[src/rtl/count_ctrl_pkg.sv]
// Shared types and constants for the up/down button counter.
package count_ctrl_pkg;

  localparam int TMR_W = 27;

  typedef enum logic [1:0] {
    IDLE    = 2'd0,
    HOLD_UP = 2'd1,
    HOLD_DN = 2'd2,
    LOCK    = 2'd3
  } ctrlState;

endpackage

[src/rtl/count_ctrl_btn_edge.sv]
// Registered button level with rising-edge detect; history resets to 1 so a
// button held through reset release never reads as a fresh press.
module btn_edge (
  input  logic clk,
  input  logic rst,
  input  logic level,
  output logic levelQ,
  output logic rise
);

  always_ff @(posedge clk) begin
    if (rst) levelQ <= 1'b1;
    else     levelQ <= level;
  end

  assign rise = level & ~levelQ;

endmodule

[src/rtl/count_ctrl.sv]
// Up/down button counter with wrap, optional hold-to-repeat
// (enabled by defining COUNT_CTRL_REPEAT_EN).
//
// state   | meaning
// IDLE    | waiting for a fresh press
// HOLD_UP | up pressed and still held
// HOLD_DN | down pressed and still held
// LOCK    | both buttons seen together; wait until both are released
module count_ctrl
  import count_ctrl_pkg::*;
#(
  parameter int WIDTH         = 4,
  parameter int MAX_VAL       = 15,
  parameter int DELAY_CYCLES  = 50_000_000,
  parameter int REPEAT_CYCLES = 10_000_000
) (
  input  logic             Clk100M,
  input  logic             rst,
  input  logic             up,
  input  logic             down,
  output logic [WIDTH-1:0] value,
  output logic             up_p,
  output logic             down_p,
  output logic             wrap_p
);

  localparam logic [WIDTH-1:0] MAXV = WIDTH'(MAX_VAL);

  ctrlState state, stateNext;
  logic     upRise, downRise;
  logic     unusedUpQ, unusedDnQ;
  logic     doInc, doDec;

  btn_edge upEdge (
    .clk(Clk100M), .rst(rst), .level(up), .levelQ(unusedUpQ), .rise(upRise)
  );

  btn_edge dnEdge (
    .clk(Clk100M), .rst(rst), .level(down), .levelQ(unusedDnQ), .rise(downRise)
  );

`ifdef COUNT_CTRL_REPEAT_EN
  localparam logic [TMR_W-1:0] DLY_LD = TMR_W'(DELAY_CYCLES - 1);
  localparam logic [TMR_W-1:0] RPT_LD = TMR_W'(REPEAT_CYCLES - 1);

  logic [TMR_W-1:0] tmr;
  logic             holding, enterHold, stayHold;

  assign holding   = (state == HOLD_UP) || (state == HOLD_DN);
  assign enterHold = (state == IDLE) && ((stateNext == HOLD_UP) || (stateNext == HOLD_DN));
  assign stayHold  = holding && (stateNext == state);

  always_ff @(posedge Clk100M) begin
    if (rst)            tmr <= '0;
    else if (enterHold) tmr <= DLY_LD;
    else if (stayHold)  tmr <= (tmr == '0) ? RPT_LD : tmr - TMR_W'(1);
    else                tmr <= '0;
  end
`else
  logic unusedCfg;
  assign unusedCfg = (DELAY_CYCLES > REPEAT_CYCLES);
`endif

  always_comb begin
    stateNext = state;
    doInc     = 1'b0;
    doDec     = 1'b0;
    case (state)
      IDLE: begin
        if (up && down) stateNext = LOCK;
        else if (upRise) begin
          doInc     = 1'b1;
          stateNext = HOLD_UP;
        end else if (downRise) begin
          doDec     = 1'b1;
          stateNext = HOLD_DN;
        end
      end
      // opposite button wins over a same-cycle release
      HOLD_UP: begin
        if (down)     stateNext = LOCK;
        else if (!up) stateNext = IDLE;
`ifdef COUNT_CTRL_REPEAT_EN
        else if (tmr == '0) doInc = 1'b1;
`endif
      end
      HOLD_DN: begin
        if (up)         stateNext = LOCK;
        else if (!down) stateNext = IDLE;
`ifdef COUNT_CTRL_REPEAT_EN
        else if (tmr == '0) doDec = 1'b1;
`endif
      end
      default: begin
        if (!up && !down) stateNext = IDLE;
      end
    endcase
  end

  always_ff @(posedge Clk100M) begin
    if (rst) begin
      state  <= IDLE;
      value  <= '0;
      up_p   <= 1'b0;
      down_p <= 1'b0;
      wrap_p <= 1'b0;
    end else begin
      state  <= stateNext;
      up_p   <= doInc;
      down_p <= doDec;
      wrap_p <= (doInc && (value == MAXV)) || (doDec && (value == '0));
      if (doInc)      value <= (value == MAXV) ? '0 : value + WIDTH'(1);
      else if (doDec) value <= (value == '0) ? MAXV : value - WIDTH'(1);
    end
  end

endmodule

[config.mk]
export PLATFORM = sky130hd
export DESIGN_NAME = count_ctrl
export DESIGN_NICKNAME = d
export VERILOG_FILES = /design/src/rtl/count_ctrl_pkg.sv /design/src/rtl/count_ctrl_btn_edge.sv /design/src/rtl/count_ctrl.sv
export SDC_FILE = /design/constraint.sdc
export NUM_CORES = 1
export LEC_CHECK = 0
export BUFFER_PORTS_ARGS = -buffer_cell sky130_fd_sc_hd__buf_2
export CORE_AREA = 2 2 39 41
export CTS_BUF_LIST = sky130_fd_sc_hd__clkbuf_4 sky130_fd_sc_hd__clkbuf_8
export CTS_CLUSTER_DIAMETER = 40
export DETAILED_ROUTE_END_ITERATION = 8
export DIE_AREA = 0 0 41 43
export PLACE_DENSITY = 0.64
export SYNTH_ARGS = -nofsm -noshare
export SYNTH_HDL_FRONTEND = slang
export SYNTH_SLANG_ARGS = --single-unit
[constraint.sdc]
create_clock -name Clk100M -period 4 [get_ports Clk100M]
set_input_delay 0 -clock Clk100M [delete_from_list [all_inputs] [get_ports Clk100M]]
set_output_delay 0 -clock Clk100M [all_outputs]
set_load 0.005 [all_outputs]
== After elaboration in Yosys (flattened, before gate mapping) ==
Index checks and enable logic that the tools add are counted.

* Add/sub/neg operators: 2
* Eq/ne operators: 6
* Muxes and demuxes: 20
* Bitwise gates (word level): 4
* Reductions and logical operators: 12

{| class="wikitable"
|+ Operators by type and width
! operator !! count
|-
| 2-bit 2-to-1 mux || 8
|-
| 4-bit 2-to-1 mux || 4
|-
| 1-bit 2-to-1 mux || 7
|-
| 3-bit inequality test (second input constant) || 2
|-
| 2-bit case mux with 3 select lines || 1
|-
| 4-bit by 1-bit adder with 4-bit output (second input constant) || 1
|-
| 4-bit == test (second input constant) || 1
|-
| 1-bit logical AND || 4
|-
| 4-bit zero test || 1
|-
| 4-bit by 2-bit inequality test with 1-bit output (second input constant) || 1
|-
| 4-bit AND reduction || 1
|-
| 4-bit nonzero test || 1
|-
| 4-bit by 1-bit subtractor with 4-bit output (second input constant) || 1
|-
| 1-bit AND || 2
|-
| 2-bit by 1-bit == test with 1-bit output (second input constant) || 1
|-
| 2-bit == test (second input constant) || 1
|-
| 1-bit zero test || 2
|-
| 2-bit zero test || 1
|-
| 1-bit NOT || 2
|-
| 2-bit nonzero test || 1
|-
| 1-bit logical OR || 1
|}

* Flip-flop bits (word level): 11
* Bits of input ports: 4
* Output and inout bits: 7

== Logic depth before layout (Yosys ltp) ==
* Word-level depth: 8
* Mapped depth: 5
* Mapped depth without buffers: 5

== By module ==
A second synthesis with hierarchy kept.

* Cells, all modules: 68
* Area, all modules: 594.3 um^2

{| class="wikitable"
|+ Modules (own cells, without submodules)
! module !! times used !! cells each !! area an instance (um^2)
|-
| count_ctrl || 1 || 62 || 529.3
|-
| btn_edge || 2 || 3 || 32.5
|}

== Worst setup path after synthesis ==
No wires, ideal clock.

* Path type: register -> register
* From: register state[1]
* To: register value[2]
* Data arrival time: 1.411 ns
* Required time: 3.877 ns
* Slack: 2.465 ns
* Stages on the path, launching flop included: 5
* Path buffers: 0
* Period minus slack after synthesis: 1.535 ns
* Cell sequence: dfxtp_1 > or4b_4 > nor2_8 > a22oi_1 > mux2_1

* Longest elaborated chain between the ends: 3

{| class="wikitable"
|+ Ends and longest elaborated chain
! element !! RTL line !! source
|-
| start: declaration || count_ctrl.sv:29 || <nowiki>ctrlState state, stateNext;</nowiki>
|-
| start signal: assignment || count_ctrl.sv:108 || <nowiki>state <= stateNext;</nowiki>
|-
| 2-bit zero test * || count_ctrl.sv:68 || <nowiki>case (state)</nowiki>
|-
| 1-bit 2-to-1 mux || count_ctrl.sv:68 ||
|-
| 4-bit 2-to-1 mux or 2-bit nonzero test (tied branches) || - ||
|-
| end signal: assignment || count_ctrl.sv:112 || <nowiki>if (doInc) value <= (value == MAXV) ? '0 : value + WIDTH'(1);</nowiki>
|-
| end signal: assignment || count_ctrl.sv:113 || <nowiki>else if (doDec) value <= (value == '0) ? MAXV : value - WIDTH'(1);</nowiki>
|-
| end: declaration || count_ctrl.sv:21 || <nowiki>output logic [WIDTH-1:0] value,</nowiki>
|}

Mark *: on every way between the ends. The rest lies on a longest branch, timed or not.
A chain may end at the register's enable or synchronous reset.

== Final worst setup path ==
Ends and elaborated chain as after synthesis.

==> run_summary.xml <==
<?xml version="1.0" encoding="UTF-8"?>
<metrics>
  <group name="run_status">
    <metric name="run_status" unit="">finished, final reports clean</metric>
  </group>
  <group name="synthesis">
    <metric name="synth_ff_type" unit="">dfxtp_1</metric>
    <metric name="combinational_family_with_the_most_area_after_synthesis" unit="">simple AND/OR/NAND/NOR gates</metric>
    <metric name="syn-num-nets" unit="">68</metric>
    <metric name="synth-async-reset-ratio" unit="">0</metric>
    <metric name="synth_edf_count" unit="">0</metric>
    <metric name="area_fraction_in_compound_gates_after_synthesis" unit="">0.188</metric>
    <metric name="yosys.area_share.xor_xnor" unit="">0</metric>
    <metric name="syn_inst" unit="">62</metric>
    <metric name="ys_seq_area_frac" unit="">0.399</metric>
    <metric name="adder_cell_share_of_the_synthesized_area" unit="">0.0454</metric>
    <metric name="post-synth-top-area-cell" unit="">dfxtp_1</metric>
    <metric name="post_synth_mux_area_share" unit="">0.0385</metric>
    <metric name="synth_largest_type_area_fraction" unit="">0.399</metric>
    <metric name="synth_area_leaders" unit="">dfxtp_1, nor2_1, a2111oi_2</metric>
    <metric name="syn-mean-instance-area" unit="sq um">8.90</metric>
    <metric name="synth_cell_type_count" unit="">26</metric>
    <metric name="synth_area" unit="sq um">552</metric>
    <metric name="synth_simple_gate_area_share" unit="">0.295</metric>
    <metric name="ys_seq_elements" unit="">11</metric>
    <metric name="yosys_warnings" unit="">0</metric>
  </group>
  <group name="global_route">
    <metric name="global_route.overflow_total" unit="">0</metric>
    <metric name="globalRouteTotalUtil" unit="">0.144</metric>
    <metric name="number_of_antenna_violations_at_the_first_check_in_global_routing" unit="">0</metric>
    <metric name="global_route_wire_length_before_repair" unit="um">1630</metric>
    <metric name="grt_pass1_vias" unit="">401</metric>
    <metric name="grt_max_degree" unit="">12</metric>
  </group>
  <group name="critical_path">
    <metric name="worst_path_largest_cell_delay" unit="ps">590</metric>
    <metric name="arrival" unit="ps">1740</metric>
    <metric name="critical_path.slowest_cell" unit="">or4b_4</metric>
    <metric name="timing.critical_path.required" unit="ps">4150</metric>
    <metric name="crit_fanout" unit="">6</metric>
    <metric name="timing.critical_path.from_type" unit="">flop</metric>
    <metric name="setup.worst_path.end_class" unit="">flop</metric>
    <metric name="worst-setup-path-type" unit="">reg -&gt; reg</metric>
    <metric name="cell_breakdown_of_the_critical_path" unit="">or4b_4, nor2_8, a22oi_1, mux2_1</metric>
  </group>
  <group name="route">
    <metric name="first_iter_violations" unit="">3</metric>
    <metric name="route.final.wire_length" unit="um">928</metric>
    <metric name="vias" unit="">466</metric>
    <metric name="route.antenna.remaining_nets" unit="">0</metric>
    <metric name="route.detailed.drc" unit="">0</metric>
    <metric name="via_density" unit="">5.12</metric>
    <metric name="drt_pass1_iterations" unit="">4</metric>
    <metric name="routed_wire_length_per_instance" unit="um">10.2</metric>
  </group>
  <group name="finish">
    <metric name="area_delta_synth_final" unit="%">17.9</metric>
    <metric name="final_core_util" unit="">0.470</metric>
    <metric name="final_net_count" unit="">82</metric>
    <metric name="final_cell_area" unit="sq um">651</metric>
    <metric name="final_cells" unit="">91</metric>
    <metric name="mostFrequentLayoutCells" unit="">nor2_1, dfxtp_1, buf_2</metric>
    <metric name="sequential_cell_area" unit="sq um">220</metric>
    <metric name="layout-drive-gt1-share" unit="">0.307</metric>
    <metric name="layout.filler_cells" unit="">146</metric>
    <metric name="multiInputGateArea" unit="sq um">313</metric>
    <metric name="num_antenna_cells" unit="">0</metric>
  </group>
  <group name="timing">
    <metric name="max_slew_headroom_at_the_worst_pin" unit="">0.802</metric>
    <metric name="final_period_minus_worst_setup_slack" unit="ps">1590</metric>
    <metric name="worstMarginPinSlew" unit="ps">294</metric>
    <metric name="layout_worst_path_cycle_share" unit="">0.397</metric>
    <metric name="hold_viol_final" unit="">0</metric>
    <metric name="rsz_0062_raised_after_global_routing" unit="">false</metric>
    <metric name="pins_over_slew_limit" unit="">0</metric>
    <metric name="setup_viol_count_final" unit="">0</metric>
    <metric name="fin_tns_setup" unit="ps">0</metric>
    <metric name="clock.fmax" unit="MHz">630</metric>
    <metric name="fin_skew" unit="ps">1.48</metric>
  </group>
  <group name="cts">
    <metric name="clock_tree.buffer_depth" unit="">2</metric>
    <metric name="cts_tree" unit="">built</metric>
    <metric name="ctsHtreeMaxLevel" unit="">1</metric>
    <metric name="postCtsSetupRepairBufs" unit="">0</metric>
    <metric name="cts_root_buffer" unit="">clkbuf_4</metric>
    <metric name="path_clk_slew" unit="ps">70</metric>
    <metric name="cts_inserted_buffers" unit="">3</metric>
    <metric name="clock_latency" unit="ps">270</metric>
    <metric name="tritoncts_num_sinks" unit="">11</metric>
  </group>
  <group name="run">
    <metric name="timing.max_cap.violations" unit="">0</metric>
  </group>
  <group name="place">
    <metric name="place.gp.congestion" unit="">0.679</metric>
    <metric name="half_perimeter_wire_length_after_placement" unit="um">685</metric>
    <metric name="placedCellCount" unit="">86</metric>
    <metric name="number_of_port_buffers" unit="">10</metric>
    <metric name="placedInstanceArea" unit="sq um">611</metric>
  </group>
  <group name="floorplan">
    <metric name="io_pins" unit="">11</metric>
    <metric name="chipHeight" unit="um">43</metric>
    <metric name="fp.coreArea" unit="sq um">1380</metric>
    <metric name="fp-row-count" unit="">14</metric>
    <metric name="die_width" unit="um">41</metric>
    <metric name="fp.dieArea" unit="sq um">1760</metric>
    <metric name="initial_core_utilization" unit="">0.399</metric>
  </group>
  <group name="power">
    <metric name="vdd_ir_drop_max" unit="mV">0.225</metric>
    <metric name="p_leak" unit="nW">0.286</metric>
    <metric name="total_power" unit="W">0.000229</metric>
    <metric name="power.density" unit="nW/um^2">353</metric>
  </group>
  <group name="hold_path">
    <metric name="hold_class" unit="">in -&gt; reg</metric>
  </group>
</metrics>
[critical path: cells and delay by family, from the launching register on]
kind | cells | cell delay [ps]
and+or+nand+nor | 2 | 730
DFF | 1 | 330
muxes | 1 | 310
AOI/OAI and AO/OA | 1 | 100
[synth_stat cells, types with 2 or more instances]
library cell   n
a2111oi_2      2
a21oi_1        5
and3_1         2
dfxtp_1       11
ha_1           2
inv_1          2
nand2_1        3
nand3_1        2
nor2_1        11
nor3_1         3
o21ai_0        2
or2_2          3
[cell type report]
| cell class | instances | share of cell area |
|---|---|---|
| clock buffer | 4 | 0.0462 |
| inverter | 2 | 0.0115 |
| multi-input combinational | 47 | 0.481 |
| sequential | 11 | 0.338 |
| tap | 16 | 0.0308 |
| timing repair buffer | 11 | 0.0923 |
[routing by layer]
| metal | share of wire | global-route usage | vias to the layer above |
|---|---|---|---|
| met5 | 0 | 0 | - |
| met2 | 0.45 | 0.194 | 9 |
| li1 | - | - | 245 |
| met4 | 0.012 | 0.0800 | 0 |
| met3 | 0.053 | 0.0785 | 2 |
| met1 | 0.49 | 0.176 | 210 |
[where the power goes]
part	internal, W	leakage, nW	switching [W]	total (W)
clock	0.0000454	0.0184	0.0000364	0.0000818
sequential	0.000114	0.0900	0.00000640	0.000121
combinational	0.0000132	0.178	0.0000136	0.0000268
total	0.000173	0.286	0.0000564	0.000229
[cell families (layout without fill, tap and decap cells)]
| kind of cell | Yosys count | in the layout |
|---|---|---|
| mux | 2 | 2 |
| buf+inv | 4 | 17 |
| flops | 11 | 11 |
| simple gates | 29 | 29 |
| compound gates | 14 | 14 |
| fa+ha+maj | 2 | 2 |
[path summary, 6_finish.rpt]
path,from,to,slack (ps),cells past startpoint
setup / recovery,state[1]$_SDFFE_PP0P_,value[2]$_SDFFE_PP0P_,2410,4
hold / removal,down,dnEdge.levelQ$_SDFF_PP1_,20,2
setup reg to reg,state[1]$_SDFFE_PP0P_,value[2]$_SDFFE_PP0P_,2410,4
hold reg to reg,dnEdge.levelQ$_SDFF_PP1_,state[1]$_SDFFE_PP0P_,520,3
[sequential cells by signal, indices dropped and copies added (netlist names)]
register / flops
dnEdge.levelQ: 1
upEdge.levelQ: 1
wrap_p: 1
down_p: 1
state: 2
value: 4
up_p: 1
[per-stage QoR]
step           hold slack, ps  worst slack, ps
3_3_place_gp              249             2440
4_1_cts                  2.55             2400
6_report                 21.3             2410
5_1_grt                  22.4             2320
2_1_floorplan             107             2470
3_5_place_dp              252             2410
[what timing repair did]
| action | 4_1_cts | 5_1_grt |
|---|---|---|
| endpoints found under the hold margin | 1 | 0 |
| gates resized for setup | 0 | 0 |
| hold buffers | 1 | 0 |
Note: power is estimated with default switching activity, not from simulation.
